--- config.mk ---
export PLATFORM = sky130hd
export DESIGN_NAME = fb_stream_reader
export DESIGN_NICKNAME = d
export VERILOG_FILES = /design/src/rtl/fb_stream_reader.sv
export SDC_FILE = /design/constraint.sdc
export NUM_CORES = 1
export LEC_CHECK = 0
export ABC_CLOCK_PERIOD_IN_PS = 2800
export CAP_MARGIN = 20
export CORE_MARGIN = 5
export CORE_UTILIZATION = 46
export DETAILED_ROUTE_END_ITERATION = 6
export PLACE_DENSITY = 0.84
export SETUP_SLACK_MARGIN = 0.5
export SKIP_LAST_GASP = 1
export SYNTH_ARGS = -nofsm -noshare
export SYNTH_HDL_FRONTEND = slang
export SYNTH_SLANG_ARGS = --single-unit
--- constraint.sdc ---
create_clock -name clk_i -period 2.8 [get_ports clk_i]
set_input_delay 0.42 -clock clk_i [delete_from_list [all_inputs] [get_ports clk_i]]
set_output_delay 0.42 -clock clk_i [all_outputs]
set_load 0.005 [all_outputs]
--- src/rtl/fb_stream_reader.sv ---
// rtl/fb_stream_reader.sv - frame-buffer scan-out: RAM read sequencer to valid/ready pixel stream
module fb_stream_reader #(
    parameter int WIDTH  = 8,
    parameter int LEN    = 4096,
    parameter int ADDR_W = 12
) (
    input  logic              clk_i,
    input  logic              rst_i,
    input  logic              start_i,
    input  logic              loop_i,
    output logic              busy_o,
    output logic              done_o,
    output logic [ADDR_W-1:0] ram_addr_o,
    output logic              ram_we_o,
    output logic [WIDTH-1:0]  ram_din_o,
    input  logic [WIDTH-1:0]  ram_dout_i,
    output logic [WIDTH-1:0]  pix_data_o,
    output logic              pix_valid_o,
    input  logic              pix_ready_i,
    output logic              pix_last_o
);

    typedef enum logic [1:0] {
        S_IDLE,
        S_PRIME,
        S_STREAM
    } state_t;

    localparam logic [ADDR_W-1:0] LAST_IDX = ADDR_W'(LEN - 1);

    state_t            state_q, state_d;
    logic [ADDR_W-1:0] idx_q, idx_d;
    logic              done_q, done_d;
    logic              at_last;

    assign at_last = (idx_q == LAST_IDX);

    always_ff @(posedge clk_i) begin
        if (rst_i) begin
            state_q <= S_IDLE;
            idx_q   <= '0;
            done_q  <= 1'b0;
        end else begin
            state_q <= state_d;
            idx_q   <= idx_d;
            done_q  <= done_d;
        end
    end

    // The RAM address runs one word ahead on a transfer, so the next word is
    // already on ram_dout when it becomes visible; on a stall the same word is
    // re-read, which keeps pix_data stable without a skid register.
    always_comb begin
        state_d     = state_q;
        idx_d       = idx_q;
        done_d      = 1'b0;
        ram_addr_o  = idx_q;
        pix_valid_o = 1'b0;
        pix_last_o  = 1'b0;
        case (state_q)
            S_IDLE: begin
                if (start_i) begin
                    state_d = S_PRIME;
                    idx_d   = '0;
                end
            end
            S_PRIME: begin
                state_d = S_STREAM;
            end
            S_STREAM: begin
                pix_valid_o = 1'b1;
                pix_last_o  = at_last;
                if (pix_ready_i) begin
                    if (!at_last) begin
                        idx_d = idx_q + ADDR_W'(1);
                    end else begin
                        idx_d = '0;
                        if (!loop_i) begin
                            state_d = S_IDLE;
                            done_d  = 1'b1;
                        end
                    end
                    ram_addr_o = idx_d;
                end
            end
            default: begin
                state_d = S_IDLE;
            end
        endcase
    end

    assign busy_o     = (state_q != S_IDLE);
    assign done_o     = done_q;
    assign pix_data_o = ram_dout_i;
    assign ram_we_o   = 1'b0;
    assign ram_din_o  = '0;

endmodule

Word level (Yosys, flattened, before mapping)
Index checks and enable logic that the tools add are counted.
{ "totals": {"ff_bits": 15, "in_bits": 13, "out_inout_bits": 33, "word_cells": 33} }
{ "classes": {"n_addsub": 1, "eq_ne": 7, "n_mux": 13, "bitwise": 3, "n_reduce_logical": 6} }
{ "op_table": {"columns": ["cell", "count"], "rows": [
  ["$mux 12", 4],
  ["$pmux 12 s2", 1],
  ["$add 12x1->12 const B", 1],
  ["$eq 12x12->1 const B", 1],
  ["$mux 2", 4],
  ["$ne 2x2->1 const B", 4],
  ["$pmux 2 s3", 1],
  ["$reduce_and 4->1", 1],
  ["$reduce_bool 2->1", 2],
  ["$reduce_or 4->1", 1],
  ["$mux 1", 3],
  ["$not 1->1", 3],
  ["$eq 2x1->1 const B", 1],
  ["$eq 2x2->1 const B", 1],
  ["$logic_not 2->1", 1],
  ["$reduce_and 2->1", 1]
]} }

Longest topological paths before layout
Gate-level depths: netlist (run 1).
{ "depth": {"word_depth": 4, "depth_mapped": 7, "depth_no_buf": 5} }

Worst setup path before layout (run 1)
No wires, ideal clock.
{ "synth_path": {"path_type": "register to output", "start": "register idx_q[0]", "end": "output ram_addr_o[7]", "arrival_ns": 1.450, "t_required_ns": 2.380, "path_slack_ns": 0.930, "stages_incl_launch_ff": 7, "n_path_buf": 1, "cell_sequence": "dfxtp_1 > ha_1 > and3_4 > and4_1 > buf_4 > o21ai_0 > a22o_2"} }
{ "synth_via": {"elab_chain_cells": 4, "elab_cells_between_ends": 5, "classes_between": "add/sub (1); eq/ne (1); mux (3)"} }
{ "synth_lines": {"columns": ["item", "line", "rtl"], "rows": [
  ["start: declaration", "32", "logic [ADDR_W-1:0] idx_q, idx_d;"],
  ["start signal: assignment", "45", "idx_q <= idx_d;"],
  ["$add 12x1->12 or $eq 12x12->1 (tied branches)", "75, 36", null],
  ["$mux 12 (*)", "74", "if (!at_last) begin"],
  ["$mux 12 (*)", "73", "if (pix_ready_i) begin"],
  ["$mux 12 (*)", "60", "case (state_q)"],
  ["end: declaration", "13", "output logic [ADDR_W-1:0] ram_addr_o,"]
]} }
Every way passes the cells marked *; elsewhere a longest branch is shown, timed or not.

Final worst setup path (run 1)
{ "layout_path": {"start": "input pix_ready_i", "end": "output ram_addr_o[8]"} }
{ "layout_via": {"elab_chain_cells": 2} }
{ "layout_lines": {"columns": ["item", "line", "rtl"], "rows": [
  ["start: declaration", "19", "input logic pix_ready_i,"],
  ["$mux 12", "73", null],
  ["$mux 12", "60", null]
]} }
No other way between the ends.

==> impl_metrics.tcl, run 1 <==
set metrics [dict create \
    outcome "finished, final reports clean" \
    nets 188 \
    top_usage_layer "met2" \
    first_pass_iters 4 \
    critPathMaxStageDelay_ns 0.51 \
    syn_inst 152 \
    vias 1262 \
    ys.warnings.count 0 \
    hp-class "reg2reg" \
    reg2reg_depth 6 \
    final_cell_mix "13 x buf_4, 10 x nor2_1" \
    dp_hpwl_um 2240 \
    yosys.area.top_type_share_pct 26.1 \
    gr-total-overflow 0 \
    cts_buffers 3 \
    portBuffers 20 \
    drive_gt1_share_pct 31.8 \
    slew_viol_final 0 \
    grt_max_degree 16 \
    synthDistinctLibCells 41 \
    initialDrtViolationCount 55 \
    grt_use_met2_pct 31.8 \
    fill_cells 223 \
    startpoint_type "primary input" \
    cts.htree.levels 1 \
    critical_path_class "in2out" \
    synth-async-reset-ratio_pct 0 \
    met3_usage_pct 1.94 \
    cap_violations 0 \
    layout_commonest_cell "buf_4" \
    wire_per_inst_um 16.7 \
    total_power_mw 0.414 \
    holdPathStages 2 \
    place.gp.congestion 0.875 \
    setup_viol 0 \
    synth-edff-count 0 \
    ir_drop_mv 0.163 \
    cts_tree "built" \
    die_x_um 60.1 \
    antenna_found_initial 0 \
    cts_root_buffer "clkbuf_4" \
    crit_chain "dlygate4sd2_1, nand3_1, nor4_4, xor2_1, clkdlybuf4s50_1" \
    clk_pin_slew_worst_paths_ns 0.09 \
    area_growth_pct 33.0 \
    min_period_over_period_pct 83.6 \
    cp.required_ns 2.38 \
    die-area_um2 3610 \
    clock_skew_ns 0.0140 \
    grt_pass1_wl_um 5140 \
    critPathBufInv 2 \
    rsz0062_at_grt "yes" \
    core_um2 2430 \
    clockBufferDepth 2 \
    powerDensity_nw_per_um2 270 \
    dp.cells 190 \
    tns_ns 0 \
    arrival_ns 1.92 \
    synthesis.area_um2 1150 \
    path_max_fanout 7 \
    fmax_mhz 427 \
    finalHoldViolCount 0 \
    min_period_ns 2.34 \
    r2r_slack_ns 1.25 \
    p_leak_nw 0.673 \
    grt_pass1_vias 1154 \
    synth_top_area_cell "dfxtp_1" \
    drc_errors 0 \
    seq_area_frac_synth_pct 26.1 \
    antenna_left 0 \
    initial_utilization_pct 47.4 \
    synth_area_leaders "dfxtp_1 26%, buf_4 12%, o21ai_0 5.6%" \
    die_h_um 60.1 \
    core.rowCount 18 \
    path_depth 5 \
    cts_sinks 15 \
    cp-end-kind "output port" \
    synth_flop_cell "dfxtp_1" \
    crit_path_top_delay_cell "clkdlybuf4s50_1" \
    avgSynthCellArea_um2 7.58 \
    routed_wl_um 3400 \
    io_pins 46 \
    cts-hold-fix-buffers 0 \
    crit_family "buffers and inverters" \
    viasPerCell 6.22 \
    stdcell_count 203 \
    diodes 0 \
    worstSkewPairLatency_ns 0.29 \
    grtUsageTotal_pct 18.3 \
    ys_seq_elements 15 \
    grt_util_met1_pct 22.3 \
]
path summary, 6_finish.rpt:
check / startpoint / endpoint
worst max-delay path: pix_ready_i / ram_addr_o[8]
worst min-delay path: state_q[0] / state_q[1]
worst max register to register: idx_q[1] / idx_q[7]
worst min register to register: state_q[0] / state_q[1]
stage by stage:
stage	util, %	hold WS [ns]	instance area [um2]	setup slack [ns]
after floorplan	-	0.464	1180	0.930
after global placement	52.9	0.481	1290	0.125
after detailed placement	52.9	0.495	1290	0.0756
after CTS	58.0	0.509	1410	0.407
after global routing	63.0	0.521	1530	0.372
final	63.0	0.507	1530	0.460
cells in the mapped netlist, drive strengths merged, types with 2 or more instances:
library cell	count
buf	24
dfxtp	15
o21ai	13
nor2	12
nand2	10
nand3	7
nand4	6
a21oi	5
nor4	5
xor2	5
a311oi	4
a31oi	4
inv	4
nor3	4
a22o	3
and3	3
and4	3
nand2b	3
or3	3
clkbuf	2
o21ba	2
sequential cells by signal, indices dropped and copies added (netlist names):
register and count:
done_o 1, idx_q 12, state_q 2
metal layers:
layer	vias up	wire, um
li1	576	-
met4	0	127
met1	598	1350
met5	-	0
met2	69	1660
met3	19	261
area by class of cell:
| cell class | instances | area (um2) | share of cell area [%] |
|---|---|---|---|
| Multi-Input combinational cell | 115 | 790 | 51.5 |
| Sequential cell | 15 | 330 | 21.6 |
| Timing Repair Buffer | 35 | 329 | 21.5 |
| Tap cell | 30 | 37.5 | 2.45 |
| Clock buffer | 3 | 22.5 | 1.47 |
| Inverter | 4 | 18.8 | 1.22 |
| Clock inverter | 1 | 5.00 | 0.327 |
power breakdown:
part | total [mW] | switching [mW] | internal [mW] | leakage, nW
logic | 0.0745 | 0.0418 | 0.0326 | 0.528
registers | 0.213 | 0.00329 | 0.210 | 0.128
clock network | 0.127 | 0.0737 | 0.0529 | 0.0177
total | 0.414 | 0.119 | 0.295 | 0.673
repair_timing:
action                     CTS  global route
buffers inserted             5             4
pin swaps                    1             9
setup endpoints to repair   13            10
gates resized for setup     29            28
cell families (layout without fill, tap and decap cells):
kind of cell    Yosys count  after routing  share of synthesized area (%)
simple gates             61             61                           29.0
compound gates           39             39                           22.9
buf+inv                  30             43                           16.8
flops                    15             15                           26.1
xor+xnor                  5              5                           3.80
fa+ha+maj                 1              1                           1.09
other cells               1              9                          0.325
worst min-delay path, delay by kind of cell, from the launching register on:
family	cells	cell delay (ns)
compound gates	1	0.05
flops	1	0.34
simple gates	1	0.08
(Power assumes the default switching activity.)
==> inputs of run 2 (changes only) <==
- ABC_CLOCK_PERIOD_IN_PS: 2800 -> 2200
- CORE_UTILIZATION: 46 -> 43
- PLACE_DENSITY: 0.84 -> 0.8
- clock period: 2.8 -> 2.2 ns (I/O delays scaled with it)
==> impl_metrics.tcl, run 2 (synthesis results as in run 1) <==
set metrics [dict create \
    outcome "finished, final reports clean" \
    antenna_found_initial 0 \
    total_power_mw 0.574 \
    stdcell_count 250 \
    seqCellArea_um2 328 \
    final_cell_mix "53 x buf_4, 11 x buf_2, 9 x nor2_1, 9 x conb_1" \
    arrival_ns 1.73 \
    drc_errors 0 \
    finalHoldViolCount 0 \
    min_period_over_period_pct 93.8 \
    nets 235 \
    critPathBufInv 2 \
    pre_cts_slack_ns -0.374 \
    dp.cells 211 \
    clockBufferDepth 2 \
    area_growth_pct 67.1 \
    cts_sinks 15 \
    initialDrtViolationCount 124 \
    drt-met1-wl_um 1680 \
    cts.htree.levels 1 \
    viasPerCell 6.10 \
    diodes 0 \
    core_um2 2520 \
    drive_gt1_share_pct 58.2 \
    p_leak_nw 0.836 \
    pwr-share-seq_pct 47.6 \
    die_x_um 61.8 \
    setup_viol 0 \
    top_register "idx_q" \
    place_area_um2 1460 \
    critical_path_class "reg2out" \
    p_switching_mw 0.174 \
    clock_power_share_pct 30.5 \
    worstSkewPairLatency_ns 0.31 \
    swShare_pct 30.3 \
    io_pins 46 \
    p_comb_share_pct 21.8 \
    cap_violations 0 \
    grt_pass1_wl_um 6400 \
    critPathMaxStageDelay_ns 0.41 \
    tns_ns 0 \
    fmax_mhz 485 \
    vias 1525 \
    portBuffers 20 \
    cts_tree "built" \
    crit_chain "nand4_1, buf_4, nor2_1, o21ai_2, a22o_2, buf_6" \
    wl_met3_um 468 \
    cts_root_buffer "clkbuf_4" \
    cts-hold-fix-buffers 0 \
    crit_path_top_delay_cell "dfxtp_4" \
    powerDensity_nw_per_um2 298 \
    clk_pin_slew_worst_paths_ns 0.11 \
    gr-total-overflow 0 \
    slew_viol_final 0 \
    grt_pass1_vias 1411 \
    place.gp.congestion 0.882 \
    path_max_fanout 5 \
    cp-end-kind "output port" \
    cp.required_ns 1.87 \
    rsz0062_at_grt "yes" \
    clock_skew_ns 0.0161 \
    top_layer_used "met4" \
    startpoint_type "flop" \
    grt_max_degree 14 \
    multiInputGateArea_um2 852 \
    routed_wl_um 4920 \
    dp_hpwl_um 2570 \
    setup_slack_ns 0.137 \
    layout_commonest_cell "buf_4" \
    die-area_um2 3810 \
    core.rowCount 18 \
    fin_area_um2 1930 \
    antenna_left 0 \
    grtUsageTotal_pct 22.5 \
    largest_register_ffs 12 \
    wire_per_inst_um 19.7 \
    initial_utilization_pct 45.7 \
    die_h_um 61.8 \
    dr_wl_met2_um 2550 \
    fill_cells 183 \
    hp-class "reg2reg" \
    crit_family "flip-flops" \
    first_pass_iters 4 \
    p_int_mw 0.400 \
    min_period_ns 2.06 \
    cts_buffers 3 \
    ir_drop_mv 0.397 \
]
run 2: cell count changes in the layout (fill, tap and decap cells not counted), sizes merged:
cell	previous run	this run
buf	15	73
clkbuf	3	5
clkdlybuf4s15	0	2
clkdlybuf4s50	9	4
clkinv	1	0
clkinvlp	1	0
dlygate4sd2	6	2
dlymetal6s2s	5	0
inv	3	4
run 2: what timing repair did:
action,CTS,global route
setup endpoints to repair,16,13
resized for setup,104,18
buffers inserted,26,8
gates cloned,0,1
hold endpoints to repair,0,0
pin swaps,24,11
run 2: tightest hold or removal path, stage by stage (launching register included):
cell and delay [ns]:
dfxtp_1 0.35, inv_1 0.07, o21ai_0 0.07
run 2: layer usage:
layer	global-route usage (%)	vias up
li1	-	669
met2	42.3	111
met1	23.4	720
met4	8.18	0
met3	6.61	25
met5	0	-
run 2: metrics by stage:
stage,hold WS [ns],utilization (%)
floorplan,0.409,-
global placement,0.482,57.8
detailed placement,0.508,57.8
CTS,0.528,70.4
global route,0.563,76.3
finish,0.533,76.3
run 2: final timing paths:
path                                start             to  slack [ns]  depth (start not counted)
worst max-delay path             idx_q[4]  ram_addr_o[7]        0.14                          6
worst max register to register   idx_q[4]       idx_q[3]        0.51                          6
worst min register to register  idx_q[11]      idx_q[11]        0.53                          2
worst min-delay path            idx_q[11]      idx_q[11]        0.53                          2
run 2: final cells by class:
cell class	instances	area share [%]
multi-input cells	115	44.2
repair buffers	82	34.4
flip-flops and latches	15	17.0
well taps	30	1.95
clock buffers	4	1.36
inverters	4	1.04
run 2: power by group through the flow:
stage               clock network [mW]  logic (mW)  registers (mW)
global placement                     0      0.0830           0.284
detailed placement                   0      0.0850           0.285
finish                           0.175       0.125           0.274
floorplan                            0      0.0716           0.285
CTS                              0.174       0.103           0.273
global route                     0.186       0.134           0.274
==> inputs of run 3 (changes only) <==
- MAX_ROUTING_LAYER: unset -> met4
==> impl_metrics.tcl, run 3 (synthesis results as in run 1) <==
set metrics [dict create \
    fmax_mhz 475 \
    cp-end-kind "output port" \
    grt_max_degree 14 \
    layout_commonest_cell "buf_4" \
    min_period_ns 2.10 \
    routed_wl_um 5140 \
    arrival_ns 1.77 \
    outcome "finished, final reports clean" \
    setup_slack_ns 0.0968 \
    gr-total-overflow 0 \
    hp-class "reg2reg" \
    die-area_um2 3810 \
    cts_tree "built" \
    finalHoldViolCount 0 \
    first_pass_iters 4 \
    dp.cells 211 \
    clockBufferDepth 2 \
    setup_viol 0 \
    cts_buffers 3 \
    initial_utilization_pct 45.7 \
    die_x_um 61.8 \
    antenna_found_initial 0 \
    largest_register_ffs 12 \
    clk_pin_slew_worst_paths_ns 0.10 \
    viasPerCell 6.23 \
    io_pins 46 \
    grtUsageTotal_pct 25.9 \
    rsz0062_at_grt "yes" \
    antenna_left 0 \
    total_power_mw 0.573 \
    drc_errors 0 \
    fin_util_pct 80.6 \
    core.rowCount 18 \
    min_period_over_period_pct 95.6 \
    path_max_fanout 4 \
    diodes 0 \
    worstSkewPairLatency_ns 0.31 \
    top_register "idx_q" \
    cp.required_ns 1.87 \
    grt_pass1_wl_um 7120 \
    powerDensity_nw_per_um2 282 \
    drive_gt1_share_pct 59.6 \
    final_cell_mix "38 x buf_4, 24 x buf_6, 11 x buf_2" \
    portBuffers 20 \
    die_h_um 61.8 \
    stdcell_count 248 \
    place_area_um2 1460 \
    cap_violations 0 \
    clock_skew_ns 0.00190 \
    critical_path_class "reg2out" \
    vias 1544 \
    cts_root_buffer "clkbuf_4" \
    startpoint_type "flop" \
    nets 233 \
    initialDrtViolationCount 127 \
    area_growth_pct 76.4 \
    dp_hpwl_um 2460 \
    core_um2 2520 \
    grt_pass1_vias 1486 \
    cts.htree.levels 1 \
    tns_ns 0 \
    wire_per_inst_um 20.7 \
    fin_area_um2 2030 \
    cts-hold-fix-buffers 0 \
    cts_sinks 15 \
    ir_drop_mv 0.366 \
    p_leak_nw 0.860 \
    slew_viol_final 0 \
    hold_slack_ns 0.522 \
    pre_cts_slack_ns -0.371 \
    place.gp.congestion 0.919 \
]
## run 3: cell types whose count changed in the layout (fill, tap and decap cells not counted), moves of 2 or more
cell	delta
dfxtp_2	-2
dfxtp_4	+2
nor2_4	+3
nor4_4	+3
nor4_2	-2
buf_6	+16
nor2_2	-2
buf_4	-15
## run 3: cell type report
class | instances | area [um2]
clock buffer | 4 | 26.3
fill | 155 | 489
tap | 30 | 37.5
sequential | 15 | 333
multi-input combinational | 115 | 945
inverter | 4 | 18.8
timing repair buffer | 80 | 673
## run 3: layer usage
metal,routed length (um),up-vias,GRT usage [%]
met5,0,-,-
met4,242,0,9.70
met3,479,30,4.96
met2,2440,115,43.9
met1,1980,732,30.2
li1,-,667,-
## run 3: power breakdown
part	switching, mW	internal, mW	total, mW
registers	0.00446	0.267	0.272
clock network	0.107	0.0709	0.178
logic	0.0710	0.0528	0.124
## run 3: timing repair
item,CTS,global route
endpoints found under the setup margin,16,18
resized for setup,112,39
gates cloned,0,0
setup buffers,28,5
pin swaps,26,14
## run 3: worst paths after layout
kind	start	end	slack, ns	depth (start not counted)
max	idx_q[1]	ram_addr_o[3]	0.1	6
min	idx_q[11]	idx_q[11]	0.52	2
max reg2reg	idx_q[4]	idx_q[0]	0.14	12
min reg2reg	idx_q[11]	idx_q[11]	0.52	2
## run 3: critical path, cell delays in order, from the launching register on
cell     delay [ns]
dfxtp_4        0.38
ha_4           0.16
and3_4         0.21
nand4_1        0.18
a21o_1         0.21
a22o_1         0.19
buf_2          0.12
